<file path="src/rtl/sfu_ctrl.sv">
// sfu_ctrl -- sequencer between the output FIFO, the SFU lanes and the psum memory.
//
// Weight-stationary (mode 0): for each output vector, wait until the ofifo
// holds a full run of num_pass beats, pop and accumulate them back to back,
// let the SFU pipeline drain for two cycles, then write psum_out once.
// Output-stationary (mode 1): the array already produced finished sums, so
// every popped entry is written straight through one cycle after its pop.
//
// Ports
//   clk, reset        clock, asynchronous active-low reset
//   start_i           job start pulse (only looked at in IDLE)
//   mode_i            1 = output-stationary, 0 = weight-stationary
//   num_pass_i        beats per output vector in W.S (0 behaves as 1)
//   num_out_i         output vectors in the job (0 = empty job)
//   base_addr_i       first psum write address
//   ofifo_cnt_i       current ofifo occupancy
//   ofifo_rd_o        ofifo pop (show-ahead data)
//   sfu_acc_o         SFU accumulate enable
//   sfu_mode_o        SFU mode select (captured mode)
//   pmem_wen_o        psum memory write enable
//   pmem_addr_o       psum memory write address
//   busy_o            high outside IDLE
//   done_o            one-cycle job completion pulse
//   state_o           current FSM state (debug visibility)
//
// Handshake: ofifo_rd_o is a pop request that is only raised when the entry is
// known to be present at the moment of the pop; there is no back-pressure from
// the SFU or the psum memory, both accept one item per cycle unconditionally.
module sfu_ctrl #(
    parameter int col     = 8,
    parameter int addr_bw = 8
) (
    input  logic               clk,
    input  logic               reset,
    input  logic               start_i,
    input  logic               mode_i,
    input  logic [7:0]         num_pass_i,
    input  logic [addr_bw-1:0] num_out_i,
    input  logic [addr_bw-1:0] base_addr_i,
    input  logic [7:0]         ofifo_cnt_i,
    output logic               ofifo_rd_o,
    output logic               sfu_acc_o,
    output logic               sfu_mode_o,
    output logic               pmem_wen_o,
    output logic [addr_bw-1:0] pmem_addr_o,
    output logic               busy_o,
    output logic               done_o,
    output logic [2:0]         state_o
);

    if (col < 1) begin : g_col_check
        $error("sfu_ctrl: col must be at least 1");
    end

    typedef enum logic [2:0] {
        IDLE     = 3'd0,
        WS_ACC   = 3'd1,
        WS_WAIT  = 3'd2,
        WS_WR    = 3'd3,
        OS_RUN   = 3'd4,
        OS_FLUSH = 3'd5,
        DONE     = 3'd6
    } state_t;

    localparam logic [addr_bw-1:0] one_a = {{(addr_bw-1){1'b0}}, 1'b1};

    state_t             state;
    logic [7:0]         npass_q;   // beats per vector, never 0
    logic [addr_bw-1:0] nout_q;
    logic [addr_bw-1:0] addr_q;    // address of the current / next write
    logic [addr_bw-1:0] cnt_q;     // W.S: vectors written, O.S: pops issued
    logic [7:0]         beat_q;    // beats issued in the current W.S run
    logic               wait_q;    // second W.S drain cycle
    logic               os_avail;

    assign state_o     = state;
    assign pmem_addr_o = addr_q;

    // Outputs are registered, so the decision made at this edge becomes a pop
    // in the next cycle. If a pop is in flight right now the ofifo will lose
    // one entry at this edge, so at least two must be present to pop again.
    assign os_avail = ofifo_rd_o ? (ofifo_cnt_i > 8'd1) : (ofifo_cnt_i != 8'd0);

    always_ff @(posedge clk or negedge reset) begin
        if (!reset) begin
            state      <= IDLE;
            npass_q    <= '0;
            nout_q     <= '0;
            addr_q     <= '0;
            cnt_q      <= '0;
            beat_q     <= '0;
            wait_q     <= 1'b0;
            ofifo_rd_o <= 1'b0;
            sfu_acc_o  <= 1'b0;
            sfu_mode_o <= 1'b0;
            pmem_wen_o <= 1'b0;
            busy_o     <= 1'b0;
            done_o     <= 1'b0;
        end else begin
            case (state)
                IDLE: begin
                    if (start_i) begin
                        sfu_mode_o <= mode_i;
                        npass_q    <= (num_pass_i == 8'd0) ? 8'd1 : num_pass_i;
                        nout_q     <= num_out_i;
                        addr_q     <= base_addr_i;
                        cnt_q      <= '0;
                        beat_q     <= '0;
                        wait_q     <= 1'b0;
                        busy_o     <= 1'b1;
                        if (num_out_i == '0) begin
                            state  <= DONE;
                            done_o <= 1'b1;
                        end else if (mode_i) begin
                            state <= OS_RUN;
                        end else begin
                            state <= WS_ACC;
                        end
                    end
                end

                WS_ACC: begin
                    // A run is only started when all of its beats are already
                    // buffered, so it can never stall half way through.
                    if (!ofifo_rd_o) begin
                        if (ofifo_cnt_i >= npass_q) begin
                            ofifo_rd_o <= 1'b1;
                            sfu_acc_o  <= 1'b1;
                            beat_q     <= 8'd1;
                        end
                    end else if (beat_q == npass_q) begin
                        ofifo_rd_o <= 1'b0;
                        sfu_acc_o  <= 1'b0;
                        wait_q     <= 1'b0;
                        state      <= WS_WAIT;
                    end else begin
                        beat_q <= beat_q + 8'd1;
                    end
                end

                WS_WAIT: begin
                    // Two cycles for the SFU accumulator to settle.
                    if (wait_q) begin
                        pmem_wen_o <= 1'b1;
                        state      <= WS_WR;
                    end else begin
                        wait_q <= 1'b1;
                    end
                end

                WS_WR: begin
                    pmem_wen_o <= 1'b0;
                    addr_q     <= addr_q + one_a;
                    cnt_q      <= cnt_q + one_a;
                    if (cnt_q + one_a == nout_q) begin
                        done_o <= 1'b1;
                        state  <= DONE;
                    end else begin
                        state <= WS_ACC;
                    end
                end

                OS_RUN: begin
                    // Each pop turns into a write on the following cycle.
                    pmem_wen_o <= ofifo_rd_o;
                    if (pmem_wen_o) begin
                        addr_q <= addr_q + one_a;
                    end
                    if (cnt_q == nout_q) begin
                        ofifo_rd_o <= 1'b0;
                        state      <= OS_FLUSH;
                    end else if (os_avail) begin
                        ofifo_rd_o <= 1'b1;
                        cnt_q      <= cnt_q + one_a;
                    end else begin
                        ofifo_rd_o <= 1'b0;
                    end
                end

                OS_FLUSH: begin
                    pmem_wen_o <= 1'b0;
                    addr_q     <= addr_q + one_a;
                    done_o     <= 1'b1;
                    state      <= DONE;
                end

                DONE: begin
                    done_o <= 1'b0;
                    busy_o <= 1'b0;
                    state  <= IDLE;
                end

                default: begin
                    ofifo_rd_o <= 1'b0;
                    sfu_acc_o  <= 1'b0;
                    pmem_wen_o <= 1'b0;
                    done_o     <= 1'b0;
                    busy_o     <= 1'b0;
                    state      <= IDLE;
                end
            endcase
        end
    end

endmodule
</file>
<file path="config.mk">
export PLATFORM = sky130hd
export DESIGN_NAME = sfu_ctrl
export DESIGN_NICKNAME = d
export VERILOG_FILES = /design/src/rtl/sfu_ctrl.sv
export SDC_FILE = /design/constraint.sdc
export NUM_CORES = 1
export LEC_CHECK = 0
export CORE_ASPECT_RATIO = 0.9
export CORE_MARGIN = 3
export CORE_UTILIZATION = 50
export CTS_CLUSTER_DIAMETER = 80
export DETAILED_ROUTE_END_ITERATION = 16
export MAX_ROUTING_LAYER = met4
export PLACE_DENSITY = 0.82
export SYNTH_ARGS = -nofsm -noshare
export SYNTH_HDL_FRONTEND = slang
export SYNTH_SLANG_ARGS = --single-unit
</file>
<file path="constraint.sdc">
create_clock -name clk -period 2.67 [get_ports clk]
set_input_delay 0.4005 -clock clk [delete_from_list [all_inputs] [get_ports clk]]
set_output_delay 0.4005 -clock clk [all_outputs]
set_load 0.05 [all_outputs]
</file>
==> flow_summary.toml, run 1 <==
[status]
status = "complete, no violations"

[power_and_ir_drop]
p_clk_share_pct = 12.2
p_per_area_nw_per_um2 = 1150
ir_drop_mv = 0.460
leakagePower_nw = 1.61
comb_power_share_pct = 56.5
pwr-share-seq_pct = 31.4
p_sw_mw = 2.12
p_int_mw = 2.31
switching_share_pct = 47.8

[clock_tree]
cts_resized = 0
clock_latency_ns = 0.31
clk_pin_slew_ns = 0.09
cts.htree.levels = 2
cts_buffer_depth = 2
cts_root_buffer = "clkbuf_8"
post_cts_buffers = 0
cts.sinks = 50
cts_made_buffers = 5
cts_tree = "done"

[routing]
dr_total_vias = 3012
viasPerCell = 6.05
met1_length_um = 3600
routed_wl_um = 7790
maxUsedRoutingLayer = "met4"
wl_met3_um = 508
wl_met2_um = 3590
drtIter0Drc = 296
ant_nets = 0
wire_per_inst_um = 15.6
drc_errors = 0
firstDrtPassIters = 5

[die]
ios = 53
rows = 26
core_um2 = 5860
die_w_um = 89.1
start_util_pct = 53.1
dieArea_um2 = 7200
die-height_um = 80.8

[placed_design]
port_buffers = 52
place_area_um2 = 3720
place_congestion = 0.907
dpl.hpwl_um = 5850

[yosys]
synth_area_um2 = 3110
postSynthCellCount = 373
synth_seq_cells = 50
avgSynthCellArea_um2 = 8.33
post-synth-top-count-cell = "nand2_1"
synth_common_cells = "nand2_1, dfrtp_1, o21ai_0"
synth_edf_count = 0
ys_warn_count = 0
synth_top_area_cell = "dfrtp_1"
netlist_top_cells_area = "dfrtp_1, nand2_1, o21ai_0"
synth_flop_cell = "dfrtp_1"
postSynth.asyncResetShare_pct = 100
synth_seq_area_share_pct = 40.3
syn_nets = 420
yosysUniqueCellTypes = 46
yosys.area.top_type_share_pct = 40.3

[finish]
utilization_pct = 65.7
final_nets = 474
diodes = 0
fin_area_um2 = 3840
final_layout_size_suffix_gt1_share_pct = 6.31
fill_cells = 500
syn_to_final_growth_pct = 23.8

[sta]
timing.final.hold_violations = 0
skew_ns = 0.00926
tns_ns = 0
holdWs_ns = 0.394
slew_viol_final = 0
relSlewSlack_pct = 60.6
fmax_mhz = 420
setup_viol = 0
fin_crit_sh_pct = 89.2
tightest_slew_ns = 0.586
fin_crit_ns = 2.38
rsz0062_at_grt = "false"

[setup_path]
crit_buf_inv = 1
cpMostUsedCell = "a21oi_1"
path_max_fanout = 11
cpPeakStageDelay_ns = 0.50
critPathLaunch = "state_o[0]$_DFFE_PN0P_"
start_kind = "flop"
worstPathArrival_ns = 2.63
endpoint_kind = "flop"
crit-reg2reg-launch = "state_o[0]$_DFFE_PN0P_"
worst-endpoint-required_ns = 2.92
crit_chain = "nor3b_2 -> o31ai_1 -> a21oi_1 -> nor2_1 -> buf_4 -> or4_1 -> a21oi_1"
cp_top_family = "simple AND/OR/NAND/NOR gates"
cpMaxStageDelayCell = "dfrtp_1"
path_class = "flop to flop"

[global_route]
grt_usage_pct = 23.8
overflow = 0
antenna_found_initial = 0
grt_max_degree = 28
grt_pass1_wl_um = 13200
grt_pass1_vias = 2734

[flow_run]
maxCapViolCount = 0

[worst_hold_path]
hp-class = "input pin to asynchronous set/reset pin"
## path summary, 6_finish.rpt
| kind | endpoint | slack [ns] | cells after the start |
|---|---|---|---|
| worst max register to register | cnt_q[6]$_DFFE_PN0P_ | 0.29 | 7 |
| worst max-delay path | cnt_q[6]$_DFFE_PN0P_ | 0.29 | 7 |
| min in group clk | sfu_mode_o$_DFFE_PN0P_ | 0.50 | 2 |
| worst min-delay path | busy_o$_DFFE_PN0P_ | 0.39 | 2 |
| worst min register to register | sfu_mode_o$_DFFE_PN0P_ | 0.50 | 2 |
| max in group asynchronous | npass_q[3]$_DFFE_PN0P_ | 1.76 | 3 |
## stage by stage
step / total power [mW] / cells / setup slack (ns)
2_1_floorplan: 3.13 / 373 / 0.434
3_3_place_gp: 3.79 / 489 / 0.213
3_5_place_dp: 3.88 / 489 / 0.0789
4_1_cts: 4.42 / 498 / 0.337
5_1_grt: 4.77 / 498 / 0.192
6_report: 4.42 / 498 / 0.288
## power by group through the flow
stage	clock [mW]	combinational, mW	sequential (mW)
2_1_floorplan	0	1.43	1.70
3_3_place_gp	0	2.40	1.38
3_5_place_dp	0	2.48	1.40
4_1_cts	0.543	2.49	1.38
5_1_grt	0.577	2.75	1.44
6_report	0.539	2.50	1.39
## sequential cells by signal, summed over array words and instances (netlist names)
name         cells
cnt_q            8
state_o          3
busy_o           1
wait_q           1
pmem_wen_o       1
nout_q           8
sfu_acc_o        1
sfu_mode_o       1
ofifo_rd_o       1
done_o           1
npass_q          8
pmem_addr_o      8
beat_q           8
## logic make-up after synthesis
family / count (synthesis) / synth area share (%)
fa+ha+maj: 11 / 4.43
flops: 50 / 40.3
xor+xnor: 21 / 5.92
buf+inv: 33 / 4.27
compound gates: 105 / 21.3
simple gates: 151 / 23.2
mux: 2 / 0.644
## layout by cell type, fill, tap and decap left out, types with 2 or more instances in the layout
cell             count
o31ai_1              3
a41oi_1              2
or4_1                4
a21oi_1             23
nor3_1               8
nand2_1             69
a221oi_1             2
nor2b_1              8
buf_4               11
and3_1               6
a22oi_1              4
xnor2_1             12
nor2_1              21
dfrtp_1             50
o21ai_0             31
clkdlybuf4s50_1     51
o21a_1              11
ha_1                11
nand2b_1             8
clkbuf_8             5
nor4_1               2
o211ai_1             2
mux2i_1              2
nand4_1              4
a211o_1              2
o22ai_1              6
o21ai_1              2
xor2_1               9
inv_1               16
nor3_2               2
nand3_1             12
a31oi_1             11
## layout make-up
type                    count  area, um^2  share of cell area (%)
multi-input cells         290        1730                    44.9
flip-flops and latches     50        1250                    32.5
repair buffers             64         608                    15.8
well taps                  70        87.6                    2.28
clock buffers               6        72.6                    1.89
inverters                  16        60.1                    1.56
clock inverters             2        37.5                   0.976
## metal layers
layer / GRT usage [%] / up-vias
met5: - / -
met4: 4.91 / 0
met3: 3.65 / 11
met2: 37.0 / 136
met1: 33.2 / 1443
li1: - / 1422
## timing repair
item	in CTS	in global routing
hold buffers	1	0
endpoints found under the setup margin	0	0
hold endpoints to repair	1	0
## worst reg2reg max path: cells and delay by family, from the launching register on
kind,cells,cell delay [ns]
compound gates,3,0.60
buf+inv,1,0.18
flops,1,0.50
simple gates,3,1.04
Note: power is estimated with default switching activity, not from simulation.
==> run 2: changes to the inputs <==
--- a/config.mk
+++ b/config.mk
@@ -12,6 +12,7 @@
 export DETAILED_ROUTE_END_ITERATION = 16
 export MAX_ROUTING_LAYER = met4
 export PLACE_DENSITY = 0.82
+export SLEW_MARGIN = 20
 export SYNTH_ARGS = -nofsm -noshare
 export SYNTH_HDL_FRONTEND = slang
 export SYNTH_SLANG_ARGS = --single-unit
==> results of run 2 <==
The final DEF is identical to that of run 1; final timing and power are the same.
